--- src/rtl/low_freq_generator_bcd.sv ---
// low_freq_generator_bcd
// Turns a 4-digit BCD frequency with a one-hot decimal point into a periodic
// pulse train. The period in clocks is computed once per request with a
// sequential restoring divider (one quotient bit per cycle). A free-running
// period counter then generates the output until i_stop is asserted.
//
// Build option: define LOW_FREQ_GEN_SQUARE_WAVE_EN to replace the one-clock
// pulse with a ~50% duty square wave. The rising-edge spacing and all
// handshakes are unchanged.
//
// state | meaning
// ------+---------------------------------------------------------------
// IDLE  | waiting for i_start; o_ready high
// CONV  | validate latched digits and load the rounded dividend
// DIV   | restoring division, CNT_W cycles, quotient -> o_period
// RUN   | period counter free-runs, o_signal generated from its value

module low_freq_generator_bcd #(
  parameter int unsigned CLK_FREQ = 100_000_000,
  parameter int unsigned CNT_W    = 37
) (
  input  logic             i_clk,
  input  logic             i_rst_n,
  input  logic             i_start,
  input  logic             i_stop,
  input  logic [3:0]       i_freq_bcd3,
  input  logic [3:0]       i_freq_bcd2,
  input  logic [3:0]       i_freq_bcd1,
  input  logic [3:0]       i_freq_bcd0,
  input  logic [3:0]       i_freq_dp,
  output logic             o_signal,
  output logic [CNT_W-1:0] o_period,
  output logic             o_ready,
  output logic             o_done,
  output logic             o_err
);

  localparam int DC_W = $clog2(CNT_W);

  // Clock frequency scaled by 10^k, one constant per decimal-point position.
  localparam logic [CNT_W-1:0] FREQ_X1    = CNT_W'(64'(CLK_FREQ));
  localparam logic [CNT_W-1:0] FREQ_X10   = CNT_W'(64'(CLK_FREQ) * 64'd10);
  localparam logic [CNT_W-1:0] FREQ_X100  = CNT_W'(64'(CLK_FREQ) * 64'd100);
  localparam logic [CNT_W-1:0] FREQ_X1000 = CNT_W'(64'(CLK_FREQ) * 64'd1000);

  typedef enum logic [1:0] {IDLE, CONV, DIV, RUN} state_t;

  state_t state, state_next;

  logic [3:0]       d3, d2, d1, d0, dp;
  logic [13:0]      n_val;
  logic             req_ok;
  logic [CNT_W-1:0] scale;
  logic [CNT_W-1:0] dividend;

  logic [13:0]      rem;
  logic [CNT_W-1:0] quo;
  logic [DC_W-1:0]  div_cnt;
  logic [14:0]      r_shift;
  logic [14:0]      r_sub;
  logic             q_bit;
  logic [13:0]      rem_step;
  logic [CNT_W-1:0] quo_step;

  logic [CNT_W-1:0] cnt, cnt_next;
  logic [CNT_W-1:0] period_next;
  logic             sig_next;
  logic             sig_on;

  // Request decode: integer frequency word, validity and rounded dividend.
  always_comb begin
    n_val = 14'(d3) * 14'd1000 + 14'(d2) * 14'd100 + 14'(d1) * 14'd10 + 14'(d0);
    scale = FREQ_X1;
    req_ok = (d3 <= 4'd9) && (d2 <= 4'd9) && (d1 <= 4'd9) && (d0 <= 4'd9) && (n_val != 14'd0);
    case (dp)
      4'b1000: scale = FREQ_X1000;
      4'b0100: scale = FREQ_X100;
      4'b0010: scale = FREQ_X10;
      4'b0001: scale = FREQ_X1;
      default: req_ok = 1'b0;
    endcase
    // Adding N/2 before the divide rounds the period half-up.
    dividend = scale + CNT_W'(n_val >> 1);
  end

  // One restoring-division step; the remainder always stays below N.
  always_comb begin
    r_shift  = {rem, quo[CNT_W-1]};
    r_sub    = r_shift - {1'b0, n_val};
    q_bit    = (r_shift >= {1'b0, n_val});
    rem_step = q_bit ? r_sub[13:0] : r_shift[13:0];
    quo_step = {quo[CNT_W-2:0], q_bit};
  end

  // Next-state, rejection pulse and period-counter advance.
  always_comb begin
    state_next  = state;
    o_err       = 1'b0;
    cnt_next    = '0;
    period_next = o_period;
    case (state)
      IDLE: begin
        if (i_start && !i_stop) state_next = CONV;
      end
      CONV: begin
        if (i_stop) begin
          state_next = IDLE;
        end else if (!req_ok) begin
          state_next = IDLE;
          o_err      = 1'b1;
        end else begin
          state_next = DIV;
        end
      end
      DIV: begin
        if (i_stop) begin
          state_next = IDLE;
        end else if (div_cnt == '0) begin
          state_next  = RUN;
          period_next = quo_step;
        end
      end
      RUN: begin
        if (i_stop) state_next = IDLE;
        else if (cnt != o_period - CNT_W'(1)) cnt_next = cnt + CNT_W'(1);
      end
      default: state_next = IDLE;
    endcase
`ifdef LOW_FREQ_GEN_SQUARE_WAVE_EN
    sig_on = (cnt_next < (period_next - (period_next >> 1)));
`else
    sig_on = (cnt_next == '0);
`endif
    sig_next = (state_next == RUN) && sig_on;
    o_ready  = (state == IDLE);
  end

  // State register.
  always_ff @(posedge i_clk or negedge i_rst_n) begin
    if (!i_rst_n) state <= IDLE;
    else          state <= state_next;
  end

  // Capture the request so later input changes have no effect.
  always_ff @(posedge i_clk or negedge i_rst_n) begin
    if (!i_rst_n) begin
      d3 <= '0; d2 <= '0; d1 <= '0; d0 <= '0; dp <= '0;
    end else if (state == IDLE && i_start && !i_stop) begin
      d3 <= i_freq_bcd3; d2 <= i_freq_bcd2; d1 <= i_freq_bcd1; d0 <= i_freq_bcd0;
      dp <= i_freq_dp;
    end
  end

  // Divider datapath: load in CONV, shift one bit per DIV cycle.
  always_ff @(posedge i_clk or negedge i_rst_n) begin
    if (!i_rst_n) begin
      rem     <= '0;
      quo     <= '0;
      div_cnt <= '0;
    end else if (state == CONV && state_next == DIV) begin
      rem     <= '0;
      quo     <= dividend;
      div_cnt <= DC_W'(CNT_W - 1);
    end else if (state == DIV) begin
      rem     <= rem_step;
      quo     <= quo_step;
      div_cnt <= div_cnt - DC_W'(1);
    end
  end

  // Period counter and registered outputs.
  always_ff @(posedge i_clk or negedge i_rst_n) begin
    if (!i_rst_n) begin
      cnt      <= '0;
      o_signal <= 1'b0;
      o_done   <= 1'b0;
      o_period <= '0;
    end else begin
      cnt      <= cnt_next;
      o_signal <= sig_next;
      o_done   <= (state == DIV) && (state_next == RUN);
      o_period <= period_next;
    end
  end

endmodule

--- config.mk ---
export PLATFORM = sky130hd
export DESIGN_NAME = low_freq_generator_bcd
export DESIGN_NICKNAME = d
export VERILOG_FILES = /design/src/rtl/low_freq_generator_bcd.sv
export SDC_FILE = /design/constraint.sdc
export NUM_CORES = 1
export LEC_CHECK = 0
export BUFFER_PORTS_ARGS = -buffer_cell sky130_fd_sc_hd__buf_2
export CAP_MARGIN = 20
export CORE_MARGIN = 3
export CORE_UTILIZATION = 55
export CTS_CLUSTER_SIZE = 16
export DETAILED_ROUTE_END_ITERATION = 16
export PLACE_DENSITY = 0.84
export SYNTH_ARGS = -nofsm -noshare
export SYNTH_HDL_FRONTEND = slang
export SYNTH_SLANG_ARGS = --single-unit
--- constraint.sdc ---
create_clock -name i_clk -period 15.3 [get_ports i_clk]
set_input_delay 0.765 -clock i_clk [delete_from_list [all_inputs] [get_ports i_clk]]
set_output_delay 0.765 -clock i_clk [all_outputs]
set_load 0.01 [all_outputs]
==> results.txt <==
N_diodes -> 0
Setup ws final -> 8470 ps
Max H-tree Level -> 4
Post-Syn Nets -> 1376
Area Overhead vs Synth -> 8.33%
Fin crit share -> 0.446
Die area -> 22900 µm²
Clk slew on worst S/H paths -> 60 ps
Initial DRC Count -> 742
Synth cell types -> 79
Crit end category -> flip-flop
Fraction of the mapped netlist area in adder cells -> 0.116
Crit path kind -> flip-flop to flip-flop
CTS tree -> yes
Final Hold Viols -> 0
Mux share of post-synthesis cell area -> 0.0697
ANT nets after route -> 0
Initial antenna violation count -> 1
Post-synth EDFFs -> 0
Drt drc -> 0
Vias per inst -> 6.18
Vias in the first global route -> 9375
Crit path required time -> 15580 ps
Mapped Cells -> 1256
Max cap viols -> 0
Global placer's final weighted congestion -> 0.936
CORE AREA -> 20500 µm²
Ys async rst share -> 1.00
Fillers -> 1685
Status -> finished, final reports clean
CP Max Fanout -> 22
Setup violations, final -> 0
Final layout net count -> 1391
Synth area leaders -> dfrtp_1 33%, ha_1 8.3%, xnor2_1 5.3%
Syn_area_per_cell -> 9.25 µm²
Initial Util -> 0.567
Simple-gate share of the synthesized area -> 0.220
Slew margin rel. -> 0.261
Drt total wl -> 27800 µm
Port Buffer Count -> 64
Seq/Total Area, Yosys -> 0.334
Chip width -> 151 µm
Xor/xnor share of the synthesized area -> 0.0882
Critical Path Start Type -> flip-flop
First-pass GRT wire length -> 46600 µm
GRT overflow -> 0
Max Clk Rate -> 0.146 GHz
Synth Area in Compound Gates -> 0.121
Crit path DAT -> 7100 ps
Skew final -> 8.97 ps
Area leader, netlist -> dfrtp_1
Worst-skew pair later-pin latency -> 430 ps
Hold Path Class -> primary input to asynchronous set/reset pin
Final setup TNS -> 0 ps
DRT Pass-1 Iters -> 5
CTS buffer count -> 17
CTS hold repair buffers -> 0
CTS root buf -> clkbuf_16
Worst-Margin Slew -> 1110 ps
Routed WL per cell -> 17.9 µm
Vias -> 9578
Combinational family with the most area after synthesis -> simple AND/OR/NAND/NOR gates
Largest net degree at the start of global routing -> 86
# IOs -> 65
#FFs+latches synth -> 155
Clock Path Buffers -> 2
Placed wire-length estimate -> 20200 µm
Dpl ws -> 8510 ps
Warnings, synthesis -> 0
Synth top area share -> 0.334
Clk sinks -> 155
Setup Buffers After CTS -> 0
Mapped Area -> 11600 µm²
Final Critical Period -> 6830 ps
RSZ-0062 raised after global routing -> no
Top_reg_cell synth -> dfrtp_1
Total global-route track usage -> 0.251
Num rows -> 52
Share of layout cells above drive strength 1 -> 0.157
Max Slew Vio Count -> 0
Post-CTS Resized -> 0
Die Ht -> 151 µm
-- cell type report --
cell class	instances	area, µm²	share of cell area
Timing Repair Buffer	71	379	0.0301
Multi-Input combinational cell	961	7170	0.570
Sequential cell	155	3880	0.308
Tap cell	270	338	0.0268
Inverter	65	244	0.0194
Clock buffer	21	450	0.0358
Clock inverter	8	121	0.00965
-- layer usage --
layer / track usage / up-vias / routed length (µm)
met2: 0.426 / 291 / 13900
met1: 0.326 / 4694 / 11900
met3: 0.0434 / 56 / 1320
met4: 0.0789 / 2 / 665
li1: - / 4535 / -
met5: 0 / - / 13
-- worst paths after layout --
kind	startpoint	end	slack (ps)	depth (start not counted)
max	d3[2]	rem[12]	8470	21
min	i_rst_n	cnt[4]	400	1
max reg2reg	d3[2]	rem[12]	8470	21
min reg2reg	quo[30]	quo[31]	530	2
max in group asynchronous	i_rst_n	d3[1]	13510	2
min in group i_clk	quo[30]	quo[31]	530	2
-- cells in the mapped netlist, drive strengths merged, types with 4 or more instances --
master  count
fa         19
or3        10
a31oi      16
or4         8
nand2b      9
nand3      58
dfrtp     155
nor2b      19
a21o       10
nor2       50
o211ai     12
and3       25
nor3b       8
mux2i      28
nand4      27
o21a        4
ha         77
nand2     117
a21oi      49
nand3b      5
o31ai      15
a211oi      4
xor2       47
inv        65
clkbuf     61
a221oi      5
xnor2      70
o21ai      59
mux2       47
nor3       73
o22ai       5
nor4       26
buf        14
or2         5
-- kinds of logic after synthesis --
logic type | count (synthesis)
muxes | 75
DFF | 155
buffers and inverters | 140
and+or+nand+nor | 457
xor gates and xnor gates | 117
adders and majority gates | 96
AOI/OAI and AO/OA | 216
-- layout by cell type (no fill, tap or decap), types with 28 or more instances in the layout --
| cell | count |
|---|---|
| nand3_1 | 58 |
| mux2i_1 | 28 |
| buf_2 | 63 |
| dfrtp_1 | 155 |
| mux2_2 | 47 |
| a21oi_1 | 49 |
| nor3_2 | 32 |
| ha_1 | 77 |
| xor2_1 | 47 |
| inv_1 | 65 |
| o21ai_0 | 58 |
| nor2_1 | 50 |
| xnor2_1 | 70 |
| nand2_1 | 116 |
| nor3_1 | 41 |
-- critical path: stages (launching register included) --
cell,delay (ps)
dfrtp_1,490
fa_1,680
fa_1,460
ha_1,360
a21o_1,170
a21oi_1,220
xnor2_1,150
ha_1,250
ha_1,300
ha_1,240
or3_1,320
a221oi_1,290
o31ai_1,140
xor2_1,160
xnor2_1,600
inv_1,100
ha_1,340
nand4b_1,150
o21ai_2,860
nor2_1,100
a31oi_1,190
o21ai_0,90
-- state kept, by name, summed over array words and instances, names as in the netlist --
name / cells
o_signal: 1
d3: 4
d0: 4
cnt: 37
state: 2
o_done: 1
div_cnt: 6
rem: 14
d2: 4
o_period: 37
quo: 37
d1: 4
dp: 4
-- metrics by stage --
stage / std cells / instance area, µm² / util / hold WS, ps
5_1_grt: 1551 / 12600 / 0.614 / 463
6_report: 1551 / 12600 / 0.614 / 403
2_1_floorplan: 1256 / 11600 / - / 466
4_1_cts: 1551 / 12600 / 0.614 / 434
3_5_place_dp: 1522 / 12000 / 0.586 / 508
3_3_place_gp: 1522 / 12000 / 0.586 / 503
Power is left out: the tool's default activity adds up to more than one toggle a clock period on the data nets, which glitch-free logic cannot reach.
